--- config.mk ---
export PLATFORM = sky130hd
export DESIGN_NAME = mem_ctrl_flat
export DESIGN_NICKNAME = d
export VERILOG_FILES = /design/src/rtl/mem_ctrl_if.sv /design/src/rtl/mem_ctrl.sv /design/src/flat_wrapper.sv
export SDC_FILE = /design/constraint.sdc
export NUM_CORES = 1
export LEC_CHECK = 0
export CELL_PAD_IN_SITES_DETAIL_PLACEMENT = 0
export CELL_PAD_IN_SITES_GLOBAL_PLACEMENT = 2
export CORE_MARGIN = 3
export CORE_UTILIZATION = 28
export CTS_CLUSTER_DIAMETER = 100
export DETAILED_ROUTE_END_ITERATION = 6
export GPL_ROUTABILITY_DRIVEN = 0
export GPL_TIMING_DRIVEN = 0
export MAX_ROUTING_LAYER = met4
export PLACE_DENSITY_LB_ADDON = 0.1
export SYNTH_ARGS = -nofsm -noshare
export SYNTH_HDL_FRONTEND = slang
export SYNTH_SLANG_ARGS = --single-unit
--- constraint.sdc ---
create_clock -name clk -period 2.93 [get_ports clk]
set_input_delay 0.586 -clock clk [delete_from_list [all_inputs] [get_ports clk]]
set_output_delay 0.586 -clock clk [all_outputs]
set_load 0.1 [all_outputs]
--- src/rtl/mem_ctrl_if.sv ---
// rtl/mem_ctrl_if.sv - request, RAM and completion bundle for mem_ctrl
interface mem_ctrl_if #(
    parameter int ADDR_WIDTH = 32
);
    logic                  rdy_in;
    logic                  if_req;
    logic [ADDR_WIDTH-1:0] if_addr;
    logic                  if_flush;
    logic                  mem_req;
    logic [ADDR_WIDTH-1:0] mem_addr;
    logic                  mem_rw;
    logic [1:0]            mem_len;
    logic [31:0]           mem_wdata;
    logic [7:0]            mem_din;
    logic [ADDR_WIDTH-1:0] mem_a;
    logic [7:0]            mem_dout;
    logic                  mem_wr;
    logic                  if_done;
    logic [31:0]           if_inst;
    logic                  mem_done;
    logic [31:0]           mem_rdata;
    logic                  if_stall_out;
    logic                  mem_stall_out;

    modport slave (
        input  rdy_in, if_req, if_addr, if_flush, mem_req, mem_addr, mem_rw,
               mem_len, mem_wdata, mem_din,
        output mem_a, mem_dout, mem_wr, if_done, if_inst, mem_done, mem_rdata,
               if_stall_out, mem_stall_out
    );

    modport master (
        output rdy_in, if_req, if_addr, if_flush, mem_req, mem_addr, mem_rw,
               mem_len, mem_wdata, mem_din,
        input  mem_a, mem_dout, mem_wr, if_done, if_inst, mem_done, mem_rdata,
               if_stall_out, mem_stall_out
    );
endinterface

--- src/rtl/mem_ctrl.sv ---
// rtl/mem_ctrl.sv - byte-serial RAM arbiter for instruction fetch and load/store
module mem_ctrl #(
    parameter int ADDR_WIDTH = 32
) (
    input  logic     clk,
    input  logic     rst_n,
    mem_ctrl_if.slave bus
);

    typedef enum logic [1:0] {IDLE, BUSY_IF, BUSY_MEM, DONE} state_t;

    state_t                state_q, state_d;
    logic [2:0]            cnt_q;
    logic [2:0]            len_q;
    logic                  rw_q;
    logic                  is_if_q;
    logic [31:0]           wdata_q;
    logic [31:0]           rbuf_q;
    logic [ADDR_WIDTH-1:0] mem_a_q;
    logic [7:0]            mem_dout_q;
    logic [31:0]           if_inst_q;
    logic [31:0]           mem_rdata_q;

    logic       accept_mem, accept_if, busy;
    logic       last_rd, last_wr;
    logic       if_done_c, mem_done_c;
    logic [2:0] req_len;
    logic [2:0] cnt_next;
    logic [1:0] cap_idx;

    always_comb begin
        case (bus.mem_len)
            2'b00:   req_len = 3'd1;
            2'b01:   req_len = 3'd2;
            default: req_len = 3'd4;
        endcase
    end

    assign accept_mem = (state_q == IDLE) && bus.rdy_in && bus.mem_req;
    assign accept_if  = (state_q == IDLE) && bus.rdy_in && !bus.mem_req
                        && bus.if_req && !bus.if_flush;
    assign busy       = (state_q == BUSY_IF) || (state_q == BUSY_MEM);
    // Reads need one extra cycle because RAM data trails its address by a cycle.
    assign last_rd    = (cnt_q == len_q);
    assign last_wr    = (cnt_q == len_q - 3'd1);
    assign cnt_next   = cnt_q + 3'd1;
    assign cap_idx    = cnt_q[1:0] - 2'd1;

    always_comb begin
        state_d = state_q;
        if (bus.rdy_in) begin
            case (state_q)
                IDLE: begin
                    if (accept_mem)
                        state_d = BUSY_MEM;
                    else if (accept_if)
                        state_d = BUSY_IF;
                end
                BUSY_IF: begin
                    if (bus.if_flush)
                        state_d = IDLE;
                    else if (last_rd)
                        state_d = DONE;
                end
                BUSY_MEM: begin
                    if (rw_q ? last_wr : last_rd)
                        state_d = DONE;
                end
                default: state_d = IDLE;
            endcase
        end
    end

    assign if_done_c  = (state_q == DONE) && is_if_q && bus.rdy_in && !bus.if_flush;
    assign mem_done_c = (state_q == DONE) && !is_if_q && bus.rdy_in;

    always_ff @(posedge clk) begin
        if (!rst_n) begin
            state_q     <= IDLE;
            cnt_q       <= '0;
            len_q       <= '0;
            rw_q        <= 1'b0;
            is_if_q     <= 1'b0;
            wdata_q     <= '0;
            rbuf_q      <= '0;
            mem_a_q     <= '0;
            mem_dout_q  <= '0;
            if_inst_q   <= '0;
            mem_rdata_q <= '0;
        end else if (bus.rdy_in) begin
            state_q <= state_d;
            if (accept_mem || accept_if) begin
                mem_a_q <= accept_mem ? bus.mem_addr : bus.if_addr;
                len_q   <= accept_mem ? req_len : 3'd4;
                rw_q    <= accept_mem && bus.mem_rw;
                is_if_q <= !accept_mem;
                cnt_q   <= '0;
                rbuf_q  <= '0;
                if (accept_mem) begin
                    wdata_q    <= bus.mem_wdata;
                    mem_dout_q <= bus.mem_wdata[7:0];
                end
            end else if (busy) begin
                cnt_q <= cnt_next;
                if (cnt_next < len_q)
                    mem_a_q <= mem_a_q + ADDR_WIDTH'(1);
                mem_dout_q <= wdata_q[15:8];
                wdata_q    <= wdata_q >> 8;
                if (!rw_q && (cnt_q != 3'd0))
                    rbuf_q[{cap_idx, 3'b000} +: 8] <= bus.mem_din;
            end
            if (if_done_c)
                if_inst_q <= rbuf_q;
            if (mem_done_c && !rw_q)
                mem_rdata_q <= rbuf_q;
        end
    end

    // Completed data is shown during the done pulse itself, then kept until the next completion.
    assign bus.if_inst       = if_done_c ? rbuf_q : if_inst_q;
    assign bus.mem_rdata     = (mem_done_c && !rw_q) ? rbuf_q : mem_rdata_q;
    assign bus.if_done       = if_done_c;
    assign bus.mem_done      = mem_done_c;
    assign bus.mem_a         = mem_a_q;
    assign bus.mem_dout      = mem_dout_q;
    assign bus.mem_wr        = (state_q == BUSY_MEM) && rw_q && bus.rdy_in;
    assign bus.if_stall_out  = bus.if_req && !if_done_c;
    assign bus.mem_stall_out = bus.mem_req && !mem_done_c;

endmodule
--- src/flat_wrapper.sv ---
// flat-port wrapper written by rule: the top's interface ports become plain ports
module mem_ctrl_flat 
#(
    parameter int ADDR_WIDTH = 32
)
  (clk, rst_n, bus_rdy_in, bus_if_req, bus_if_addr, bus_if_flush, bus_mem_req, bus_mem_addr, bus_mem_rw, bus_mem_len, bus_mem_wdata, bus_mem_din, bus_mem_a, bus_mem_dout, bus_mem_wr, bus_if_done, bus_if_inst, bus_mem_done, bus_mem_rdata, bus_if_stall_out, bus_mem_stall_out);
  mem_ctrl_if #(.ADDR_WIDTH(ADDR_WIDTH)) bus_i ();
  input  logic clk;
  input  logic rst_n;
  input wire logic [$bits(bus_i.rdy_in)-1:0] bus_rdy_in;
  input wire logic [$bits(bus_i.if_req)-1:0] bus_if_req;
  input wire logic [$bits(bus_i.if_addr)-1:0] bus_if_addr;
  input wire logic [$bits(bus_i.if_flush)-1:0] bus_if_flush;
  input wire logic [$bits(bus_i.mem_req)-1:0] bus_mem_req;
  input wire logic [$bits(bus_i.mem_addr)-1:0] bus_mem_addr;
  input wire logic [$bits(bus_i.mem_rw)-1:0] bus_mem_rw;
  input wire logic [$bits(bus_i.mem_len)-1:0] bus_mem_len;
  input wire logic [$bits(bus_i.mem_wdata)-1:0] bus_mem_wdata;
  input wire logic [$bits(bus_i.mem_din)-1:0] bus_mem_din;
  output wire logic [$bits(bus_i.mem_a)-1:0] bus_mem_a;
  output wire logic [$bits(bus_i.mem_dout)-1:0] bus_mem_dout;
  output wire logic [$bits(bus_i.mem_wr)-1:0] bus_mem_wr;
  output wire logic [$bits(bus_i.if_done)-1:0] bus_if_done;
  output wire logic [$bits(bus_i.if_inst)-1:0] bus_if_inst;
  output wire logic [$bits(bus_i.mem_done)-1:0] bus_mem_done;
  output wire logic [$bits(bus_i.mem_rdata)-1:0] bus_mem_rdata;
  output wire logic [$bits(bus_i.if_stall_out)-1:0] bus_if_stall_out;
  output wire logic [$bits(bus_i.mem_stall_out)-1:0] bus_mem_stall_out;
  assign bus_i.rdy_in = bus_rdy_in;
  assign bus_i.if_req = bus_if_req;
  assign bus_i.if_addr = bus_if_addr;
  assign bus_i.if_flush = bus_if_flush;
  assign bus_i.mem_req = bus_mem_req;
  assign bus_i.mem_addr = bus_mem_addr;
  assign bus_i.mem_rw = bus_mem_rw;
  assign bus_i.mem_len = bus_mem_len;
  assign bus_i.mem_wdata = bus_mem_wdata;
  assign bus_i.mem_din = bus_mem_din;
  assign bus_mem_a = bus_i.mem_a;
  assign bus_mem_dout = bus_i.mem_dout;
  assign bus_mem_wr = bus_i.mem_wr;
  assign bus_if_done = bus_i.if_done;
  assign bus_if_inst = bus_i.if_inst;
  assign bus_mem_done = bus_i.mem_done;
  assign bus_mem_rdata = bus_i.mem_rdata;
  assign bus_if_stall_out = bus_i.if_stall_out;
  assign bus_mem_stall_out = bus_i.mem_stall_out;
  mem_ctrl #(.ADDR_WIDTH(ADDR_WIDTH)) u_core (.clk(clk), .rst_n(rst_n), .bus(bus_i));
endmodule
==> flow_metrics.py <==
metrics = {
    "logic_synthesis": {
        "synth-main-ff-cell": "dfxtp_1",
        "syn-num-nets": 1108,
        "ys_seq_area_share_pct": 42.10,
        "netlist_area_um2": 8084,
        "synth-async-reset-ratio_pct": 0,
        "ys_types": 67,
        "netlist_top_cells_area": "dfxtp_1 (42%), nand2_1 (11%), and2_1 (5.3%)",
        "synth_area_per_cell_um2": 8.249,
        "synth.top_cell.area_share_pct": 42.10,
        "synth_cells": 980,
        "yosys_warnings": 0,
        "yosysMostFrequentCell": "nand2_1",
        "synth_common_cells": "nand2_1 (232), dfxtp_1 (170), and2_1 (68)",
        "synth_seq_cells": 170,
        "yosys.area.top_type": "dfxtp_1",
        "synth_edf_count": 0,
    },
    "sta": {
        "relSlewSlack_pct": 31.07,
        "hold_viol": 0,
        "setup_tns_ns": 0,
        "worst_pin_slew_ns": 1.031,
        "finalSetupViolations": 0,
        "clock_skew_ns": 0.01369,
        "fin_crit_ns": 2.870,
        "drv_slew": 0,
        "fin_crit_sh_pct": 97.95,
        "timing.final.ws_setup_ns": 0.05997,
        "max_freq_mhz": 348.4,
    },
    "final_layout": {
        "design_area_um2": 11610,
        "areaGrowthSynthToFinish_pct": 43.65,
        "drive_gt1_share_pct": 16.05,
        "fillCellCount": 2957,
        "nets": 1350,
        "stdcell_count": 1616,
    },
    "worst_hold_path": {
        "hp-class": "register to register",
    },
    "worst_setup_path": {
        "max_stage_delay_ns": 0.47,
        "worst-setup-path-type": "input port to primary output",
        "crit_slowest_cell": "clkdlybuf4s50_1",
        "crit_path_max_fanout": 10,
        "critical_path_required_ns": 2.34,
        "end_kind": "primary output",
        "startpoint_type": "input port",
        "path_cells": "clkdlybuf4s50_1 > nand4b_1 > buf_4 > clkinvlp_4 > buf_2 > nand2_1 > nand2_1 > buf_4",
        "critPathArrivalTime_ns": 2.28,
    },
    "placement": {
        "portBuffers": 219,
        "dpl_cell_area_um2": 10780,
        "dp_slack_ns": -1.652,
        "dpl.cell_count": 1577,
        "dp_hpwl_um": 22430,
    },
    "drt": {
        "via_count": 7804,
        "post-route-drc-count": 0,
        "wl_per_cell_um": 18.44,
        "drt-total-wl_um": 29800,
        "firstDrtPassIters": 6,
        "drtIter0Drc": 543,
        "viasPerCell": 4.829,
        "antenna_left": 0,
    },
    "job": {
        "cap_violations": 0,
    },
    "clocking": {
        "root_buffer": "clkbuf_16",
        "cts-buffers-inserted": 17,
        "ctsHtreeMaxLevel": 4,
        "cts.clk_slew.worst_paths_ns": 0.07,
        "clkLatencyLatePin_ns": 0.43,
        "cts_buffer_depth": 2,
        "cts_tree": "yes",
        "hold_buffers": 0,
        "cts_num_sinks": 170,
    },
    "global_route": {
        "grt_usage_pct": 19.57,
        "antenna_found_initial": 4,
        "grt_max_degree": 17,
        "grt_pass1_vias": 7692,
        "grt_first_pass_wirelength_um": 45010,
        "gr-total-overflow": 0,
    },
    "floorplanning": {
        "die_y_um": 175.9,
        "core_um2": 28090,
        "start_util_pct": 28.78,
        "num_rows": 61,
        "die_x_um": 175.9,
        "pin_count": 222,
        "die_area_um2": 30950,
    },
    "power_and_ir_drop": {
        "ir_drop_uv": 358.6,
        "total_power_uw": 6435,
        "power.leakage_uw": 0.004640,
        "power_density_nw_per_um2": 554.1,
    },
    "status": {
        "status": "finished, final reports clean",
    },
}
[flip-flops by register name, summed over array words and instances (netlist names)]
name,flops
u_core.bus.mem_dout,7
u_core.bus.mem_a,32
u_core.mem_rdata_q,32
u_core.rw_q,1
u_core.state_q,2
u_core.if_inst_q,32
u_core.is_if_q,1
u_core.cnt_q,3
u_core.rbuf_q,32
u_core.len_q,3
u_core.wdata_q,25
[final cells by class]
| cell class | count | area (um^2) | area share, % |
|---|---|---|---|
| Sequential cell | 170 | 3411 | 29.37 |
| Clock buffer | 19 | 442.9 | 3.814 |
| Buffer | 68 | 342.8 | 2.952 |
| Clock inverter | 12 | 158.9 | 1.368 |
| Multi-Input combinational cell | 728 | 4407 | 37.95 |
| Tap cell | 378 | 473.0 | 4.073 |
| Inverter | 12 | 48.80 | 0.4202 |
| Timing Repair Buffer | 225 | 2318 | 19.97 |
| Antenna cell | 4 | 10.01 | 0.08620 |
[metal layers]
layer | vias to the layer above | wire length [um] | global-route usage [%]
li1 | 3895 | - | -
met5 | - | 0 | -
met4 | 0 | 485 | 5.081
met3 | 32 | 1398 | 3.437
met1 | 3659 | 13760 | 25.19
met2 | 218 | 14160 | 31.88
[worst max-delay path, delay by kind of cell]
kind / cells / cell delay (ns)
simple gates: 3 / 0.35
buf+inv: 5 / 1.35
[metrics by stage]
stage	hold WS [ns]	utilization [%]
6_report	0.4713	41.34
3_3_place_gp	0.4592	38.39
2_1_floorplan	0.4405	-
3_5_place_dp	0.4645	38.39
5_1_grt	0.5001	41.34
4_1_cts	0.4760	40.72
[what timing repair did]
item | CTS | global route
cloned | 0 | 0
gates resized for setup | 449 | 64
setup buffers | 6 | 0
endpoints found under the setup margin | 79 | 70
pin swaps | 1 | 1
[worst paths after layout]
| path | start | end | slack, ns | depth (start not counted) |
|---|---|---|---|---|
| max reg2reg | u_core.cnt_q[0] | u_core.bus.mem_a[12] | 0.22 | 11 |
| min | u_core.rbuf_q[20] | u_core.rbuf_q[20] | 0.47 | 2 |
| max | bus_if_flush | bus_if_inst[19] | 0.06 | 8 |
| min reg2reg | u_core.rbuf_q[20] | u_core.rbuf_q[20] | 0.47 | 2 |
[power by group]
| part | internal [uW] | leakage (uW) | switching, uW | total [uW] |
|---|---|---|---|---|
| logic | 493 | 0.00297 | 1020 | 1510 |
| clock network | 1310 | 0.000285 | 1060 | 2370 |
| registers | 2440 | 0.00138 | 121 | 2560 |
| total | 4240 | 0.00464 | 2200 | 6430 |
[cell families (layout without fill, tap and decap cells)]
family | Yosys count | after routing | synth area share (%)
flops | 170 | 170 | 42.10
simple gates | 474 | 474 | 28.05
fa+ha+maj | 15 | 15 | 2.322
other cells | 0 | 4 | 0
compound gates | 185 | 185 | 16.22
buf+inv | 82 | 336 | 4.473
mux | 32 | 32 | 4.458
xor+xnor | 22 | 22 | 2.384
[cell usage in the layout, fill, tap and decap left out, types with 19 or more instances in the layout]
cell type        count
a21oi_1             45
a22oi_1             19
and2_1              68
buf_2               21
buf_4               28
buf_6               28
buf_8               22
clkbuf_1            33
clkdlybuf4s50_1    150
dfxtp_1            166
mux2_2              21
nand2_1            221
nand3_1             48
nor2_1              46
No activity file was read; power rests on OpenSTA's default activity.
